`src/rtl/de2_greenled_driver.sv`:
```
// de2_greenled_driver: LEDG pad driver adding PWM brightness and
// per-lane blinking to the green-LED PIO pattern.
//
// Ports:
//   clk, reset_n   system clock, async active-low reset
//   led_in         requested pattern from the PIO out_port
//   address        register select (0 CTRL, 1 BRIGHT, 2 MASK, 3 PERIOD)
//   chipselect     slave select
//   write_n        active-low write strobe
//   writedata      write data
//   readdata       combinational read data for address
//   led_out        registered drive to the LEDG pins
module de2_greenled_driver #(
    parameter int WIDTH        = 9,
    parameter int PRESCALE_DIV = 50000
) (
    input  logic             clk,
    input  logic             reset_n,
    input  logic [WIDTH-1:0] led_in,
    input  logic [1:0]       address,
    input  logic             chipselect,
    input  logic             write_n,
    input  logic [31:0]      writedata,
    output logic [31:0]      readdata,
    output logic [WIDTH-1:0] led_out
);

    localparam int PW =
        (PRESCALE_DIV > 1) ? $clog2(PRESCALE_DIV) : 1;
    localparam logic [PW-1:0] PRE_LAST =
        PW'(PRESCALE_DIV - 1);
    localparam logic [15:0] PERIOD_RST = 16'd500;

    logic             en;
    logic             inv;
    logic [7:0]       bright;
    logic [WIDTH-1:0] blink_mask;
    logic [15:0]      blink_period;

    logic [PW-1:0]    pre_cnt;
    logic             tick;
    logic [7:0]       pwm_cnt;
    logic             pwm_on;
    logic [15:0]      blk_cnt;
    logic             phase;
    logic [WIDTH-1:0] raw;

    logic wr;
    logic wr_ctrl;
    logic wr_bright;
    logic wr_mask;
    logic wr_period;

    // Upper write-data bits have no register behind them.
    logic unused_wdata;
    assign unused_wdata = &{1'b0, writedata[31:16]};

    assign wr        = chipselect && !write_n;
    assign wr_ctrl   = wr && (address == 2'd0);
    assign wr_bright = wr && (address == 2'd1);
    assign wr_mask   = wr && (address == 2'd2);
    assign wr_period = wr && (address == 2'd3);

    always_ff @(posedge clk or negedge reset_n) begin
        if (!reset_n) begin
            en           <= 1'b1;
            inv          <= 1'b0;
            bright       <= 8'hFF;
            blink_mask   <= '0;
            blink_period <= PERIOD_RST;
        end else begin
            if (wr_ctrl) begin
                en  <= writedata[0];
                inv <= writedata[1];
            end
            if (wr_bright) begin
                bright <= writedata[7:0];
            end
            if (wr_mask) begin
                blink_mask <= writedata[WIDTH-1:0];
            end
            if (wr_period) begin
                blink_period <= writedata[15:0];
            end
        end
    end

    always_comb begin
        readdata = '0;
        case (address)
            2'd0:    readdata = {30'd0, inv, en};
            2'd1:    readdata = {24'd0, bright};
            2'd2:    readdata = 32'(blink_mask);
            default: readdata = {phase, 15'd0, blink_period};
        endcase
    end

    assign tick = (pre_cnt == PRE_LAST);

    always_ff @(posedge clk or negedge reset_n) begin
        if (!reset_n) begin
            pre_cnt <= '0;
        end else if (tick) begin
            pre_cnt <= '0;
        end else begin
            pre_cnt <= pre_cnt + PW'(1);
        end
    end

    always_ff @(posedge clk or negedge reset_n) begin
        if (!reset_n) begin
            pwm_cnt <= 8'd0;
        end else begin
            pwm_cnt <= pwm_cnt + 8'd1;
        end
    end

    // 0xFF is treated as fully on rather than 255/256.
    always_comb begin
        pwm_on = (pwm_cnt < bright);
        if (bright == 8'hFF) begin
            pwm_on = 1'b1;
        end else if (bright == 8'h00) begin
            pwm_on = 1'b0;
        end
    end

    // A period write restarts the half-period with the lanes lit,
    // even when it lands on a terminal tick.
    always_ff @(posedge clk or negedge reset_n) begin
        if (!reset_n) begin
            blk_cnt <= 16'd0;
            phase   <= 1'b1;
        end else if (wr_period) begin
            blk_cnt <= 16'd0;
            phase   <= 1'b1;
        end else if (blink_period == 16'd0) begin
            blk_cnt <= 16'd0;
            phase   <= 1'b1;
        end else if (tick) begin
            if (blk_cnt == blink_period - 16'd1) begin
                blk_cnt <= 16'd0;
                phase   <= ~phase;
            end else begin
                blk_cnt <= blk_cnt + 16'd1;
            end
        end
    end

    assign raw = led_in
               & {WIDTH{pwm_on}}
               & (~blink_mask | {WIDTH{phase}});

    // EN gates after the inverter so a disabled block stays dark.
    always_ff @(posedge clk or negedge reset_n) begin
        if (!reset_n) begin
            led_out <= '0;
        end else if (!en) begin
            led_out <= '0;
        end else if (inv) begin
            led_out <= ~raw;
        end else begin
            led_out <= raw;
        end
    end

endmodule
```
`config.mk`:
```
export PLATFORM = sky130hd
export DESIGN_NAME = de2_greenled_driver
export DESIGN_NICKNAME = d
export VERILOG_FILES = /design/src/rtl/de2_greenled_driver.sv
export SDC_FILE = /design/constraint.sdc
export NUM_CORES = 1
export LEC_CHECK = 0
export BUFFER_PORTS_ARGS = -buffer_cell sky130_fd_sc_hd__buf_2
export CAP_MARGIN = 10
export CORE_UTILIZATION = 59
export DETAILED_ROUTE_END_ITERATION = 10
export GPL_ROUTABILITY_DRIVEN = 0
export PLACE_DENSITY = 0.94
export SLEW_MARGIN = 20
export SYNTH_ARGS = -nofsm -noshare
export SYNTH_HDL_FRONTEND = slang
export SYNTH_SLANG_ARGS = --single-unit
```
`constraint.sdc`:
```
create_clock -name clk -period 6.4 [get_ports clk]
set_input_delay 0.32 -clock clk [delete_from_list [all_inputs] [get_ports clk]]
set_output_delay 0.32 -clock clk [all_outputs]
set_load 0.005 [all_outputs]
```
======== After elaboration in Yosys (flattened, before gate mapping) ========
Index checks and enable logic that the tools add are counted.
operators by class
  order comparisons ....................... 1
  equality and inequality tests ........... 6
  add/sub/neg operators ................... 4
  mux-type cells .......................... 14
  bitwise gates (word level) .............. 6
  reduce and logical (&&, ||, !) cells .... 12
operator list
  kind                     count
  $pmux W32 S3             1
  $mux W16                 5
  $add A16 B1 Y16 const B  2
  $and A9 B9 Y9            2
  $mux W9                  2
  $not A9 Y9               2
  $eq A16 B16 Y1           1
  $eq A16 B16 Y1 const B   1
  $logic_not A16 Y1        1
  $sub A16 B1 Y16 const B  1
  $or A9 B9 Y9             1
  $add A8 B1 Y8 const B    1
  $eq A8 B8 Y1 const B     1
  $logic_not A8 Y1         1
  $lt A8 B8 Y1             1
  $mux W1                  6
  $reduce_bool A3 Y1       2
  $logic_and A1 B1 Y1      5
  $eq A2 B2 Y1 const B     2
  $eq A2 B1 Y1 const B     1
  $logic_not A2 Y1         1
  $reduce_and A2 Y1        1
  $logic_not A1 Y1         1
  $not A1 Y1               1
word-level totals
  output and inout bits ................... 41
  input bits .............................. 47
  logic and storage cells ................. 53
  register bits after elaboration ......... 85

======== Depth between registers and ports, before layout ========
Gate-level depths: netlist (run 1).
  depth after elaboration ................. 8
  mapped depth ............................ 10
  depth with buffers taken out ............ 9

======== Least setup slack after synthesis (run 1) ========
No wires, ideal clock.
  path type ............................... register -> register
  start point ............................. register blink_period[6]
  end point ............................... register blk_cnt[12]
  clock period less this slack ............ 2.933 ns
  data required time ...................... 6.281 ns
  cell stages (with the launch flop) ...... 11
  buffers on the path ..................... 3
  library setup time ...................... 0.119 ns
  slack ................................... 3.467 ns
  arrival time ............................ 2.814 ns
  path through ............................ dfstp_2 > buf_6 > or4_1 > buf_2 > or3_4 > or4_1 > and3_4 > a211o_1 > o21ai_4 > buf_6 > nor2_1
between the ends
  cells in the longest elaborated chain, start to end .. 6
  elaborated cells between the ends (all ways) .. 8
  classes of those cells .................. add/sub (1); eq/ne (1); mux (4); reduce/logical (2)
RTL lines
  what                      line  RTL
  start: declaration        38    logic [15:0] blink_period;
  start signal: assignment  83    blink_period <= writedata[15:0];
  $sub A16 B1 Y16           141   if (blk_cnt == blink_period - 16'd1) begin
  $eq A16 B16 Y1            141
  $mux W16                  141
  $mux W16                  140   end else if (tick) begin
  $mux W16                  137   end else if (blink_period == 16'd0) begin
  $mux W16                  134   end else if (wr_period) begin
  end signal: assignment    145   blk_cnt <= blk_cnt + 16'd1;
  end: declaration          44    logic [15:0] blk_cnt;
Several ways; a longest one is shown, not always the timed one. The select of a mux whose other input is x is not followed.
A chain may end at the register's enable or synchronous reset.

======== Worst setup path in the final report (run 1) ========
  start point ............................. register blink_period[0]
  end point ............................... register blk_cnt[0]
Same word-level chain as after synthesis.

==> metrics.yaml, run 1 <==
outcome: "finished, violations left"
violations: "negative hold slack"
dieArea_um2: 8590
finalSetupTns_ns: 0
critPathMostFrequentCell: "nor4b_1"
synth_compound_area_share_pct: 10.7
switching_share_pct: 34.1
coreArea_um2: 7850
synth_edf_count: 0
htreeDepth: 3
tightestPinTransition_ns: 0.971
syn_avg_cell_area_um2: 9.68
yosys.area_share.simple_pct: 19.1
cts-resized-gates: 0
grt_pass1_wl_um: 20100
arrival_ns: 3.59
antenna_found_initial: 0
report.final.hold_viol_count: 13
rsz0062_at_grt: "no"
clock_latency_ns: 0.38
clk_pin_slew_ns: 0.10
cp_top_family: "simple AND/OR/NAND/NOR gates"
dp_worst_setup_slack_ns: 3.21
clock_power_share_pct: 27.3
critical_path_class: "register to register"
cts_made_buffers: 9
grt_pass1_vias: 4095
root_buffer: "clkbuf_8"
intPower_w: 0.000902
fillers: 618
cts_buffer_depth: 2
p_switching_w: 0.000468
power_leakage_nw: 2.41
synth_ff_type: "dfrtp_1"
cp_max_fo: 6
fin_nets: 604
netlist_instances: 501
rrSetupSlack_ns: 3.05
worst_setup_path_end_kind: "register"
worstSetupStartpointType: "register"
path_cells: "inv_1 > ha_1 > nor4b_1 > and3_1 > nor4b_1 > a31oi_1 > or4_1 > a211oi_1 > o21ai_0"
ys_ff_latch: 85
drc_errors: 0
post-route-period-util_pct: 52.3
worst_slack_ns: 3.05
reg2reg_depth: 9
synthXorXnorAreaFrac_pct: 8.48
row_count: 32
seqPwrFrac_pct: 50.3
holdBufCountCts: 0
cp.required_ns: 6.65
grtUsageTotal_pct: 30.4
crit_slowest_cell: "nor4b_1"
overflow: 0
min_path_type: "primary input to async pin"
wl_per_cell_um: 18.4
ys_types: 54
postRouteWirelength_um: 12000
max_freq_mhz: 299
whs_ns: -0.0186
netlist_area_um2: 4850
crit_cells: 9
comb_power_share_pct: 22.4
drt_first_pass_iters: 6
yosysWarningCount: 0
cts_sinks: 85
critPathBufInv: 1
grt_max_degree: 86
synth_fa_ha_area_share_pct: 2.84
place_hpwl_um: 8180
drt_iter0_markers: 348
post_cts_buffers: 0
setup_viol: 0
num_vias: 4118
slew_headroom_pct: 35.0
r2r-start: "blink_period[0]"
maxSlewViolCount: 0
r2r_end: "blk_cnt[0]"
ys_async_sr_fraction_pct: 100
synth_top_family_by_area: "simple AND/OR/NAND/NOR gates"
die_x_um: 92.7
die_y_um: 92.7
synth_seq_area_share_pct: 44.2
start_util_pct: 61.8
power_density_nw_per_um2: 258
ant_nets: 0
post-route-min-period_ns: 3.35
slowest_delay_ns: 0.62
skew_ns: 0.0115
muxShareOfSynthArea_pct: 8.28
drv_cap: 0
avgViaCountPerCell: 6.31
ir_drop_mv: 0.145
io_pins: 88
portBuffers: 56
area_growth_pct: 9.46
drive_gt1_share_pct: 21.8
diodes: 0
cts_tree: "built"
state kept, by name (all words and copies together), names as in the netlist:
register      count
blink_period     16
blk_cnt          16
pre_cnt          16
blink_mask        9
led_out           9
bright            8
pwm_cnt           8
en                1
inv               1
phase             1
synth_stat cells (all sizes together) (8+ instances only):
| master | count | area [um^2] |
|---|---|---|
| buf | 21 | 151 |
| a21oi | 20 | 100 |
| mux2 | 21 | 236 |
| ha | 11 | 138 |
| nand3 | 14 | 70.1 |
| dfrtp | 69 | 1730 |
| clkbuf | 17 | 63.8 |
| mux2i | 12 | 120 |
| nor2 | 31 | 116 |
| xor2 | 21 | 184 |
| dfstp | 16 | 420 |
| nand4 | 8 | 50.1 |
| xnor2 | 26 | 228 |
| inv | 23 | 86.3 |
| nand2 | 46 | 173 |
| o21ai | 43 | 226 |
| and3 | 17 | 111 |
placed cells by master, fill, tap and decap left out, types with 6 or more instances in the layout:
master | synthesis | final
nand3_1 | 14 | 14
mux2_2 | 21 | 21
a21oi_1 | 20 | 20
mux2i_1 | 12 | 12
inv_1 | 23 | 23
buf_2 | 1 | 55
ha_1 | 11 | 11
nor2_1 | 31 | 31
o21ai_0 | 42 | 42
clkbuf_8 | 0 | 9
conb_1 | 1 | 15
nor3_1 | 7 | 7
nand4_1 | 8 | 8
a22o_1 | 6 | 6
xor2_1 | 21 | 21
nand2b_1 | 7 | 7
nand2_1 | 46 | 46
dfrtp_1 | 69 | 69
dfstp_2 | 16 | 16
xnor2_1 | 26 | 26
and3_1 | 16 | 16
routing by layer:
metal / GRT usage (%) / part of all wire, % / wire length, um
met5: 0 / 0 / 0
met2: 49.6 / 50 / 5980
met1: 38.6 / 39 / 4670
met3: 6.16 / 7.3 / 880
met4: 15.5 / 4.2 / 508
power groups by stage:
stage / combinational [W] / clock [W] / sequential, W
global placement: 0.000274 / 0 / 0.000683
floorplan: 0.000217 / 0 / 0.000663
CTS: 0.000301 / 0.000373 / 0.000685
detailed placement: 0.000293 / 0 / 0.000693
global route: 0.000336 / 0.000394 / 0.000698
finish: 0.000307 / 0.000374 / 0.000690
logic make-up (layout without fill, tap and decap cells):
kind of cell | after synthesis | count (layout)
xor+xnor | 47 | 47
flops | 85 | 85
other cells | 1 | 15
mux | 35 | 35
buf+inv | 61 | 97
simple gates | 174 | 174
fa+ha+maj | 11 | 11
compound gates | 87 | 87
stage by stage:
stage / cell area, um^2 / std cells / util (%) / power, W
floorplan: 4900 / 515 / - / 0.000879
global placement: 5120 / 637 / 65.2 / 0.000957
detailed placement: 5120 / 637 / 65.2 / 0.000987
CTS: 5310 / 653 / 67.6 / 0.00136
global route: 5310 / 653 / 67.7 / 0.00143
finish: 5310 / 653 / 67.7 / 0.00137
area by class of cell:
| type | count | area [um^2] | share of cell area [%] |
|---|---|---|---|
| clock buffer | 9 | 124 | 2.33 |
| clock inverter | 7 | 63.8 | 1.20 |
| inverter | 23 | 86.3 | 1.63 |
| multi-input combinational | 369 | 2460 | 46.3 |
| sequential | 85 | 2150 | 40.4 |
| tap | 102 | 128 | 2.40 |
| timing repair buffer | 58 | 302 | 5.68 |
worst max-delay path by stage:
stage                     from           to  slack (ns)
2_1_floorplan  blink_period[6]  blk_cnt[12]        3.47
3_3_place_gp   blink_period[0]  blk_cnt[15]        3.34
3_5_place_dp   blink_period[0]   blk_cnt[0]        3.21
4_1_cts        blink_period[0]   blk_cnt[0]        3.17
5_1_grt        blink_period[0]   blk_cnt[0]        2.74
6_report       blink_period[0]   blk_cnt[0]        3.05
No activity file was read; power rests on OpenSTA's default activity.
==> run 2, diff against run 1 <==
--- a/config.mk
+++ b/config.mk
@@ -7,10 +7,10 @@
 export LEC_CHECK = 0
 export BUFFER_PORTS_ARGS = -buffer_cell sky130_fd_sc_hd__buf_2
 export CAP_MARGIN = 10
-export CORE_UTILIZATION = 59
+export CORE_UTILIZATION = 51
 export DETAILED_ROUTE_END_ITERATION = 10
 export GPL_ROUTABILITY_DRIVEN = 0
-export PLACE_DENSITY = 0.94
+export PLACE_DENSITY = 0.87
 export SLEW_MARGIN = 20
 export SYNTH_ARGS = -nofsm -noshare
 export SYNTH_HDL_FRONTEND = slang
==> constraint.sdc (replaced) <==
create_clock -name clk -period 2.9 [get_ports clk]
set_input_delay 0.145 -clock clk [delete_from_list [all_inputs] [get_ports clk]]
set_output_delay 0.145 -clock clk [all_outputs]
set_load 0.005 [all_outputs]
==> metrics.yaml, run 2 (synthesis gave the netlist of run 1 again) <==
reg_top3: "blink_period: 16 flops, blk_cnt: 16 flops, pre_cnt: 16 flops"
area_growth_pct: 13.1
drv_cap: 0  # unchanged
clk_pin_slew_ns: 0.08  # -0.02 ns
avgViaCountPerCell: 5.75  # -8.9%
fillers: 751  # +22%
rsz0062_at_grt: "no"
root_buffer: "clkbuf_8"
wl_per_cell_um: 16.2  # -12%
die_y_um: 99.5  # +7.4%
slowest_delay_ns: 0.57  # -0.05 ns
slew_headroom_pct: 44.7  # +9.7 points
worstSetupStartpoint: "blink_period[12]"
outcome: "complete, no violations"
worstSetupStartpointType: "register"
critical_path_class: "register to register"
path_cells: "or4_1 > or3_4 > or4_1 > and3_4 > a211o_1 > o21ai_4 > buf_4 > nor2_1"
grt_pass1_vias: 3988  # -2.6%
final_cell_mix: "dfrtp_1, buf_2, nand2_1"
postRouteWirelength_um: 11300  # -6.5%
arrival_ns: 3.08  # -0.51 ns
antenna_found_initial: 0  # unchanged
cts_tree: "built"
crit_end: "blk_cnt[2]"
ir_drop_mv: 0.332  # +130%
r2r_end: "blk_cnt[2]"
reg2reg_depth: 8  # -1
cts_sinks: 85  # unchanged
coreArea_um2: 9240  # +18%
setup_viol: 0  # unchanged
htreeDepth: 3  # unchanged
drt_iter0_markers: 334  # -4.0%
max_freq_mhz: 353  # +18%
place_hpwl_um: 7950  # -2.8%
grtUsageTotal_pct: 23.9  # -6.6 points
worst_setup_path_end_kind: "register"
final_common_cell: "dfrtp_1"
cp.required_ns: 3.14  # -3.51 ns
drt_first_pass_iters: 5  # -1
ant_nets: 0  # unchanged
row_count: 35  # +9.4%
overflow: 0  # unchanged
power_density_nw_per_um2: 546  # +110%
power_leakage_nw: 2.49  # +3.5%
grt_pass1_wl_um: 18700  # -7.0%
die_x_um: 99.5  # +7.4%
min_path_type: "primary input to register"
dieArea_um2: 9910  # +15%
cts_buffer_depth: 2  # unchanged
start_util_pct: 52.5  # -9.3 points
post-route-min-period_ns: 2.84  # -0.511 ns
instances_no_fill: 696  # +6.6%
cts_made_buffers: 9  # unchanged
place_inst: 677  # +6.3%
portBuffers: 56  # unchanged
rrSetupSlack_ns: 0.06  # -2.99 ns
crit_slowest_cell: "or4_1"
clock_latency_ns: 0.36  # -0.02 ns
hold_path_depth: 3
num_vias: 4000  # -2.9%
fin_util_pct: 59.4  # -8.3 points
drc_errors: 0  # unchanged
skew_ns: 0.0141  # +0.00262 ns
maxSlewViolCount: 0  # unchanged
critPathMostFrequentCell: "or4_1"
grt_max_degree: 86  # unchanged
post-route-period-util_pct: 97.8  # +45 points
io_pins: 88  # unchanged
r2r-start: "blink_period[12]"
cp_max_fo: 8  # +2
diodes: 0  # unchanged
tightestPinTransition_ns: 0.825  # -0.145 ns
report.final.hold_viol_count: 0  # -13
fin_nets: 620  # +2.6%
drive_gt1_share_pct: 24.3  # +2.6 points
[run 2: per-layer routing]
metal	global-route usage [%]	part of all wire, %	up-vias
met5	0	0	-
met4	10.2	2.3	0
met3	5.27	6.0	31
met1	29.1	40	1964
li1	-	-	1843
met2	40.9	51	162
[run 2: area by class of cell]
class                      count  area [um^2]  share of cell area (%)
multi-input combinational    369         2490                    45.4
sequential                    85         2150                    39.1
timing repair buffer          74          424                    7.73
tap                          129          161                    2.94
clock buffer                  13          159                    2.89
inverter                      23         86.3                    1.57
clock inverter                 3         20.0                   0.365
[run 2: worst min path at each step]
| stage | from | to | slack [ns] |
|---|---|---|---|
| floorplan | reset_n | blink_mask[0] | -0.15 |
| global placement | writedata[8] | blink_mask[8] | 0.37 |
| detailed placement | writedata[11] | blink_period[11] | 0.39 |
| CTS | reset_n | led_out[0] | 0.02 |
| global route | writedata[13] | blink_period[13] | 0.02 |
| finish | writedata[8] | blink_mask[8] | 0.02 |
[run 2: critical path, delay by kind of cell (launching register included)]
kind	cells	cell delay (ns)
compound gates	2	0.48
buf+inv	1	0.17
flops	1	0.38
simple gates	5	1.69
[run 2: where the power goes]
group	switching, W	total (W)	leakage [nW]	internal (W)
sequential	0.000123	0.00148	1.06	0.00136
clock	0.000415	0.000772	0.0857	0.000358
combinational	0.000400	0.000743	1.35	0.000342
[run 2: through the flow]
step           setup WS [ns]  hold WS (ns)  cell area [um^2]  power (W)  TNS, ns
2_1_floorplan         0.0387        -0.151              4910    0.00195        0
3_3_place_gp          0.0677         0.366              5250    0.00216        0
3_5_place_dp         -0.0157         0.385              5250    0.00220  -0.0406
4_1_cts              0.00221        0.0154              5450    0.00299        0
5_1_grt              0.00878        0.0205              5490    0.00315        0
6_report              0.0645        0.0236              5490    0.00300        0
[run 2: timing repair]
action / CTS / global route
pin swaps: 1 / 0
hold buffers: 0 / 1
buffers inserted: 2 / 0
gates cloned: 0 / 0
endpoints found under the hold margin: 0 / 69
endpoints found under the setup margin: 16 / 17
gates resized for setup: 1 / 5
